### config.mk
export PLATFORM = sky130hd
export DESIGN_NAME = demux1to4_8bit
export DESIGN_NICKNAME = d
export VERILOG_FILES = /design/src/rtl/demux1to4_8bit.sv
export SDC_FILE = /design/constraint.sdc
export NUM_CORES = 1
export LEC_CHECK = 0
export CAP_MARGIN = 10
export CORE_ASPECT_RATIO = 0.9
export CORE_UTILIZATION = 46
export CTS_CLUSTER_SIZE = 25
export DETAILED_ROUTE_END_ITERATION = 7
export GPL_TIMING_DRIVEN = 1
export HOLD_SLACK_MARGIN = 0.02
export MAX_ROUTING_LAYER = met4
export PLACE_DENSITY = 0.78
export SLEW_MARGIN = 15
export SYNTH_ARGS = -nofsm -noshare
export SYNTH_HDL_FRONTEND = slang
export SYNTH_SLANG_ARGS = --single-unit
### constraint.sdc
create_clock -name clk -period 2.3 [get_ports clk]
set_clock_uncertainty 0.15 [all_clocks]
set_input_delay 0.23 -clock clk [delete_from_list [all_inputs] [get_ports clk]]
set_output_delay 0.23 -clock clk [all_outputs]
set_load 0.01 [all_outputs]
### src/rtl/demux1to4_8bit.sv
// Registered 1-to-4 byte demultiplexer with per-channel valid/ready holding registers and delivery counters.
// Define DEMUX_RR_EN to add the rr_mode port and round-robin channel steering.
module demux1to4_8bit (
   input  logic       clk,
   input  logic       rst_n,
   input  logic [7:0] D,
   input  logic       S1,
   input  logic       S0,
   input  logic       in_valid,
   output logic       in_ready,
   output logic [7:0] Y0,
   output logic [7:0] Y1,
   output logic [7:0] Y2,
   output logic [7:0] Y3,
   output logic [3:0] out_valid,
   input  logic [3:0] out_ready,
`ifdef DEMUX_RR_EN
   input  logic       rr_mode,
`endif
   output logic [7:0] cnt0,
   output logic [7:0] cnt1,
   output logic [7:0] cnt2,
   output logic [7:0] cnt3
);

   logic [7:0] y_q   [4];
   logic [7:0] cnt_q [4];
   logic [3:0] vld_q;
   logic [3:0] drain;
   logic [1:0] sel;
   logic       accept;

`ifdef DEMUX_RR_EN
   logic [1:0] ptr;

   always_comb sel = rr_mode ? ptr : {S1, S0};

   // Pointer only advances on accepts made in round-robin mode; it survives mode changes.
   always_ff @(posedge clk or negedge rst_n) begin
      if (!rst_n) begin
         ptr <= '0;
      end else if (accept && rr_mode) begin
         ptr <= ptr + 2'd1;
      end
   end
`else
   always_comb sel = {S1, S0};
`endif

   // Only the selected channel gates the input, so a full channel stalls the source.
   always_comb begin
      in_ready = rst_n && (!vld_q[sel] || out_ready[sel]);
      accept   = in_valid && in_ready;
      drain    = vld_q & out_ready;
   end

   always_ff @(posedge clk or negedge rst_n) begin
      if (!rst_n) begin
         vld_q <= '0;
         for (int unsigned k = 0; k < 4; k++) begin
            y_q[k]   <= '0;
            cnt_q[k] <= '0;
         end
      end else begin
         for (int unsigned k = 0; k < 4; k++) begin
            if (drain[k]) begin
               vld_q[k] <= 1'b0;
               cnt_q[k] <= cnt_q[k] + 8'd1;
            end
         end
         // A same-edge fill overrides the drain's valid clear on the selected channel.
         if (accept) begin
            y_q[sel]   <= D;
            vld_q[sel] <= 1'b1;
         end
      end
   end

   always_comb begin
      Y0        = y_q[0];
      Y1        = y_q[1];
      Y2        = y_q[2];
      Y3        = y_q[3];
      cnt0      = cnt_q[0];
      cnt1      = cnt_q[1];
      cnt2      = cnt_q[2];
      cnt3      = cnt_q[3];
      out_valid = vld_q;
   end

endmodule

* Yosys cells after proc, flatten, opt, wreduce, memory -nomap -nowiden *
Cells that the tools add are included.

storage, ports and cells
  register bits = 68
  bits in latches = 0
  memory bits (writable) = 0
  bits in read-only memories = 0
  input port bits = 17
  word-level logic and storage cells = 40
  memories kept = 0

operators by class
  add/subtract/negate cells = 4
  multiply operators = 0
  div/mod/pow operators = 0
  order comparisons = 4
  eq/ne operators = 0
  shift operators = 0
  muxes and demuxes = 14
  bitwise logic cells = 3
  reductions and logical operators = 6

operators with widths
  kind                                                                count
  adder 8 x 1 -> 8 bit (second input constant)                        4
  bitwise mux 32 bit                                                  1
  demux 8 bit (select 2 bit)                                          1
  2-to-1 mux 8 bit                                                    1
  2-to-1 mux 1 bit                                                    7
  bitwise AND 4 bit                                                   1
  binary-select mux 1 bit (select 2 bit)                              2
  logical AND 1 bit                                                   4
  2-to-1 mux 4 bit                                                    1
  OR 4 bit                                                            1
  greater-or-equal comparator 3 bit (second input constant)           1
  less-than comparator 2 x 3 -> 1 bit (second input constant)         1
  less-than comparator 3 x 1 -> 1 bit (second input constant)         1
  NOT 2 -> 3 bit                                                      1
  demux 1 bit (select 2 bit)                                          1
  greater-or-equal comparator 2 x 1 -> 1 bit (second input constant)  1
  zero test 1 bit                                                     1
  logical OR 1 bit                                                    1

* Logic depth before layout (Yosys ltp) *
Gate-level depths: netlist of run 1.

  depth after elaboration = 7
  depth in mapped cells = 4
  gate-level depth less buffers = 3

* Least setup slack after synthesis of run 1 *
Ideal clock, no wire load.

  path kind = reg2reg
  from = register vld_q[2] (netlist: out_valid[2])
  to = register y_q (netlist bit Y2[0])
  setup time = 0.125 ns
  data arrival time = 1.457 ns
  slack = 0.569 ns
  cell stages (with the launch flop) = 4
  cell sequence = dfrtp_1 nor2b_1 nor4b_4 mux2_2

on the way
  word-level cells in the longest chain between the ends = 6

RTL lines
  item                                    line  source
  start, declared                         28    logic [3:0] vld_q;
  start signal, assigned                  59    vld_q <= '0;
  start signal, assigned by index         67    vld_q[k] <= 1'b0;
  start signal, assigned by index         74    vld_q[sel] <= 1'b1;
  binary-select mux 1 bit (select 2 bit)  52    in_ready = rst_n && (!vld_q[sel] || out_ready[sel]);
  2-to-1 mux 1 bit (not written as such)  52
  zero test 1 bit                         52
  logical OR 1 bit                        52
  logical AND 1 bit                       52
  logical AND 1 bit                       53    accept = in_valid && in_ready;
  end signal, assigned by index           61    y_q[k] <= '0;
  end signal, assigned by index           73    y_q[sel] <= D;
  end, declared                           26    logic [7:0] y_q [4];

Every way passes these cells. The select of a mux whose other input is x is not followed.
A chain may end at the register's enable or synchronous reset.

* Worst setup path in the final report of run 1 *
  from = input S0
  to = output in_ready

on the way
  word-level cells in the longest chain between the ends = 5
  elaborated cells on any way between the ends = 7
  those cells by class = mux: 4; reduce/logical: 3

RTL lines
  item                                    line  source
  start, declared                         8     input logic S0,
  binary-select mux 1 bit (select 2 bit)  52
  2-to-1 mux 1 bit (not written as such)  52
  zero test 1 bit                         52
  logical OR 1 bit *                      52
  logical AND 1 bit *                     52
  end, declared                           10    output logic in_ready,

Every way passes the cells marked *; elsewhere a longest branch is shown, timed or not. The select of a mux whose other input is x is not followed.

==> results of run 1 <==
worst max-delay path by stage:
stage	endpoint	start	slack (ns)	depth (start not counted)
floorplan	Y2[0]	out_valid[2]	0.57	3
global placement	in_ready	S0	0.17	5
detailed placement	in_ready	out_ready[0]	0.14	5
CTS	in_ready	out_valid[0]	0.14	4
global route	in_ready	out_valid[0]	0.06	4
finish	in_ready	S0	0.12	5
cells by family (layout without fill, tap and decap cells):
kind of cell,Yosys count,count (layout)
AOI/OAI and AO/OA,3,3
xor gates and xnor gates,28,28
adders and majority gates,4,4
buffers and inverters,3,110
DFF,68,68
muxes,37,37
and+or+nand+nor,57,57
power by group through the flow:
stage               Combinational [mW]  Clock, mW  Sequential (mW)
floorplan                        0.319          0             1.77
global placement                  1.05          0             1.69
detailed placement                1.08          0             1.69
CTS                               1.08      0.825             1.68
global route                      1.14      0.883             1.72
finish                            1.07      0.806             1.68
routing by layer:
| layer | share of wire | up-vias | global-route usage |
|---|---|---|---|
| met5 | 0 | - | - |
| met4 | 0.0085 | 0 | 0.05085 |
| met3 | 0.093 | 8 | 0.1148 |
| met2 | 0.44 | 67 | 0.2902 |
| met1 | 0.45 | 985 | 0.2477 |
| li1 | - | 912 | - |
sequential cells by signal, indices dropped and copies added (netlist names):
signal	cells
Y0	8
Y1	8
Y2	8
Y3	8
cnt0	8
cnt1	8
cnt2	8
cnt3	8
out_valid	4
repair_timing:
action                                  4_1_cts  5_1_grt
hold endpoints to repair                     68        0
hold buffers                                  1        0
endpoints found under the setup margin        0        0
cell type report:
type / count / area share
tap: 70 / 0.02205
timing repair buffer: 95 / 0.2324
sequential: 68 / 0.4283
multi-input combinational: 129 / 0.2794
clock buffer: 12 / 0.03402
clock inverter: 3 / 0.003780
cell usage in the layout, fill, tap and decap left out, types with 2 or more instances in the layout:
master,n
nand2_1,12
xor2_1,5
ha_1,4
nor3_1,2
nand2b_1,3
buf_4,9
dfrtp_1,68
nand3_1,9
nand4_1,11
mux2_2,28
clkbuf_1,3
and3_1,9
clkinv_2,3
xnor2_1,23
clkdlybuf4s50_1,84
mux2_4,8
clkbuf_8,9
critical path, cell delays in order:
cell and delay [ns]:
clkdlybuf4s50_1 0.58, nand4bb_1 0.15, o311ai_0 0.14, a21oi_1 0.15, clkdlybuf4s50_1 0.55
==> reports/metrics.cfg, run 1 <==
[routing]
drt_wl_total_um = 5969
num_vias = 1972
drt-initial-drc-count = 66
wl_per_cell_um = 15.83
drt_pass1_iterations = 8
drc = 2
routed_via_density = 5.231
drtAntennaViolNets = 0

[cells_and_area]
multi_input_area_mm2 = 0.001110
areaGrowthSynthToFinish_pct = 40.30
diodes = 0
layout.nets = 324
final_cell_area_mm2 = 0.003973
drive_gt1_frac = 0.2052
register_area_mm2 = 0.001702
final_core_util = 0.6860
layoutNonFillerInstCount = 377
fillCellCount = 447

[synth]
synthMuxAreaShare = 0.1573
yosys-top-cells-count = 68 x dfrtp_1, 28 x mux2_2, 23 x xnor2_1, 12 x nand2_1, 11 x nand4_1
synth_top_family_by_area = multiplexers
synth_xor_area_frac = 0.08661
syn_inst = 200
synth_fa_ha_area_frac = 0.01768
ys_seq_area_frac = 0.6010
yosys.cell_types.count = 30
synth_edf_count = 0
ys.flop_type = dfrtp_1
ys_ff_latch = 68
yosys-top-cells-area = dfrtp_1 60%, mux2_2 11%, xnor2_1 7.1%
avgSynthCellArea_um2 = 14.16
yosys.area.top_type = dfrtp_1
synth_compound_area_frac = 0.006628
yosys.area_share.simple = 0.1237
yosys_warnings = 0
syn_nets = 221
syn_area_mm2 = 0.002831
yosys.area.top_type_share = 0.6010
async_flop_share = 1.000
synth_most_common_cell = dfrtp_1

[clocking]
clockBufferDepth = 2
cts-root-buf = clkbuf_8
cts_setup_buffers = 0
clkSinkCount = 68
cts_made_buffers = 9
clkLatencyLatePin_ns = 0.34
clkSlewWorstSetupHoldPaths_ns = 0.07
cts_resized = 0
cts_tree = yes
htree_levels = 3

[die]
num_io_pins = 86
core_mm2 = 0.005791
die_h_um = 76.43
num_rows = 26
start_util = 0.4890
die_w_um = 84.70
die_area_mm2 = 0.006474

[timing]
fmax_mhz = 459.2
period_share = 0.9469
hold_violations = 0
tns_ns = 0
min_period_ns = 2.178
max_slew_margin = 0.6619
holdWs_ns = 0.3176
report.final.slew_viol_count = 0
finalSetupViolations = 0
fin_ws_ns = 0.1221
tightest_slew_ns = 0.5058
rsz0062_at_grt = false

[run]
cap_viol_max_count = 0

[place]
gp_congestion = 0.7876
dp.cells = 361
preCtsSetupSlack_ns = 0.1358
dp_hpwl_um = 4219
place_area_mm2 = 0.003812
port_buffers = 85

[worst_setup_path]
endpoint_kind = primary output
crit_fanout = 7
worst_r2r_path_depth = 4
path_class = input pin to primary output
r2r-start = out_valid[0]
rrSetupSlack_ns = 0.54
crit_arrival_ns = 1.80
critPathRequiredTime_ns = 1.92
startpoint_type = input pin
rr_endpoint = Y0[1]

[pwr]
power.total_mw = 3.552
swShare = 0.2967
leakage_nw = 1.765
power.switching_mw = 1.054
combPwrFrac = 0.301
seqPwrFrac = 0.472
p_per_area_mw_per_mm2 = 894.1
vdd_drop_max_v = 0.0007982
pwr-share-clk = 0.227
intPower_mw = 2.498

[grt]
grt_max_degree = 39
first_global_vias = 2011
antenna_found_initial = 0
gr-total-overflow = 0
global_route.usage.total = 0.2026
grt_pass1_wl_um = 9625

[status]
violations = DRC
run_status = finished, violations left

[hold_path]
whs_path_depth = 1
hp-start = cnt3[7]
worstHoldEndpoint = cnt3[7]
holdCritPathClass = flop to flop

(Power assumes the default switching activity.)
==> inputs of run 2 (changes only) <==
--- a/config.mk
+++ b/config.mk
@@ -6,7 +6,7 @@
 export NUM_CORES = 1
 export LEC_CHECK = 0
 export CAP_MARGIN = 10
-export CORE_ASPECT_RATIO = 0.9
+export CORE_ASPECT_RATIO = 2
 export CORE_UTILIZATION = 46
 export CTS_CLUSTER_SIZE = 25
 export DETAILED_ROUTE_END_ITERATION = 7
==> reports/metrics.cfg, run 2 (same netlist as run 1, synthesis figures left out) <==
[status]
run_status = finished, violations left
violations = DRC

[timing]
tns_ns = 0
period_share = 0.9360
finalSetupViolations = 0
hold_violations = 0
min_period_ns = 2.153
max_slew_margin = 0.4354
rsz0062_at_grt = false
fmax_mhz = 464.5
tightest_slew_ns = 0.8469
report.final.slew_viol_count = 0

[die]
num_rows = 40
die_h_um = 113.0
die_w_um = 57.48
core_mm2 = 0.005956
num_io_pins = 86
die_area_mm2 = 0.006492
start_util = 0.4754

[worst_setup_path]
crit_fanout = 8
crit_arrival_ns = 1.77
rrSetupSlack_ns = 0.50
crit_top_cell = clkdlybuf4s50_1
cpPeakStageDelay_ns = 0.57
endpoint_kind = primary output
cp_slowest_cell = clkdlybuf4s50_1
path_class = input pin to primary output
cp_cell_sequence = clkdlybuf4s50_1 -> nand4bb_1 -> o311ai_1 -> a21oi_1 -> clkdlybuf4s50_1
critPathRequiredTime_ns = 1.92
startpoint_type = input pin

[cells_and_area]
final_core_util = 0.6845
final_cell_area_mm2 = 0.004076
layout_common_cells = 83 x clkdlybuf4s50_1, 68 x dfrtp_1, 28 x mux2_2, 23 x xnor2_1, 12 x nand2_1
mostFrequentLayoutCell = clkdlybuf4s50_1
areaGrowthSynthToFinish_pct = 43.97
layout.nets = 320
drive_gt1_frac = 0.2072
diodes = 0

[grt]
global_route.usage.total = 0.2143
grt_pass1_wl_um = 9991
first_global_vias = 2082
gr-total-overflow = 0
grt_max_degree = 69
antenna_found_initial = 0

[pwr]
pwr-share-clk = 0.323
swShare = 0.2715
leakage_nw = 1.820
p_per_area_mw_per_mm2 = 992.6
vdd_drop_max_v = 0.0007005
seqPwrFrac = 0.415
intPower_mw = 2.947
combPwrFrac = 0.262
power.switching_mw = 1.099

[routing]
routed_via_density = 5.360
drt-initial-drc-count = 94
drt_wl_total_um = 6006
drt_pass1_iterations = 8
drc = 7
wl_per_cell_um = 16.37
drtAntennaViolNets = 0
num_vias = 1967

[clocking]
clockBufferDepth = 2
cts-root-buf = clkbuf_16
cts_setup_buffers = 0
cts_made_buffers = 9
cts_tree = yes
clkLatencyLatePin_ns = 0.32
clkSinkCount = 68
clkSlewWorstSetupHoldPaths_ns = 0.05
htree_levels = 3

[place]
port_buffers = 85
gp_congestion = 0.7927
place_area_mm2 = 0.003781
dp_hpwl_um = 4303

[hold_path]
holdCritPathClass = input pin to asynchronous set/reset pin

[run]
cap_viol_max_count = 0

[run 2: final cells by class]
class / count / area (µm²)
clock buffers: 11 / 232.7
clock inverters: 5 / 52.55
fillers: 453 / 1879
multi-input cells: 129 / 1117
flip-flops and latches: 68 / 1702
well taps: 63 / 78.83
repair buffers: 91 / 893.4
[run 2: routing by layer]
layer / share of wire / track usage
met3: 0.051 / 0.05943
met5: 0 / -
met4: 0.022 / 0.1154
met1: 0.38 / 0.2217
met2: 0.55 / 0.3589
[run 2: worst paths after layout]
path	from	endpoint	cells after the start
setup / recovery	S1	in_ready	5
hold / removal	rst_n	out_valid[1]	2
setup reg to reg	out_valid[0]	Y0[3]	4
hold reg to reg	cnt1[7]	cnt1[7]	1
max in group asynchronous	rst_n	Y3[5]	2
min in group clk	rst_n	out_valid[1]	3
[run 2: power by group through the flow]
stage | combinational (mW) | clock (mW) | sequential (mW)
floorplan | 0.319 | 0 | 1.77
global placement | 1.05 | 0 | 1.69
detailed placement | 1.07 | 0 | 1.70
CTS | 1.08 | 1.34 | 1.68
global route | 1.14 | 1.39 | 1.72
finish | 1.06 | 1.31 | 1.68
[run 2: stage by stage]
step / total power, mW / cells / hold slack (ns) / setup WS [ns]
global route: 4.248 / 367 / 0.1553 / 0.03185
detailed placement: 2.769 / 351 / 0.3120 / 0.03881
finish: 4.046 / 367 / 0.04685 / 0.1471
floorplan: 2.092 / 200 / -0.2156 / 0.5687
CTS: 4.097 / 367 / 0.1024 / 0.04479
global placement: 2.735 / 351 / 0.3109 / 0.1102
[run 2: repair_timing]
item	4_1_cts	5_1_grt
resized for setup	0	3
setup endpoints to repair	0	1
hold buffers	0	0
endpoints found under the hold margin	0	0
[run 2: critical path: cells and delay by family]
| family | cells | cell delay (ns) |
|---|---|---|
| compound gates | 2 | 0.26 |
| buf+inv | 2 | 1.12 |
| simple gates | 1 | 0.16 |
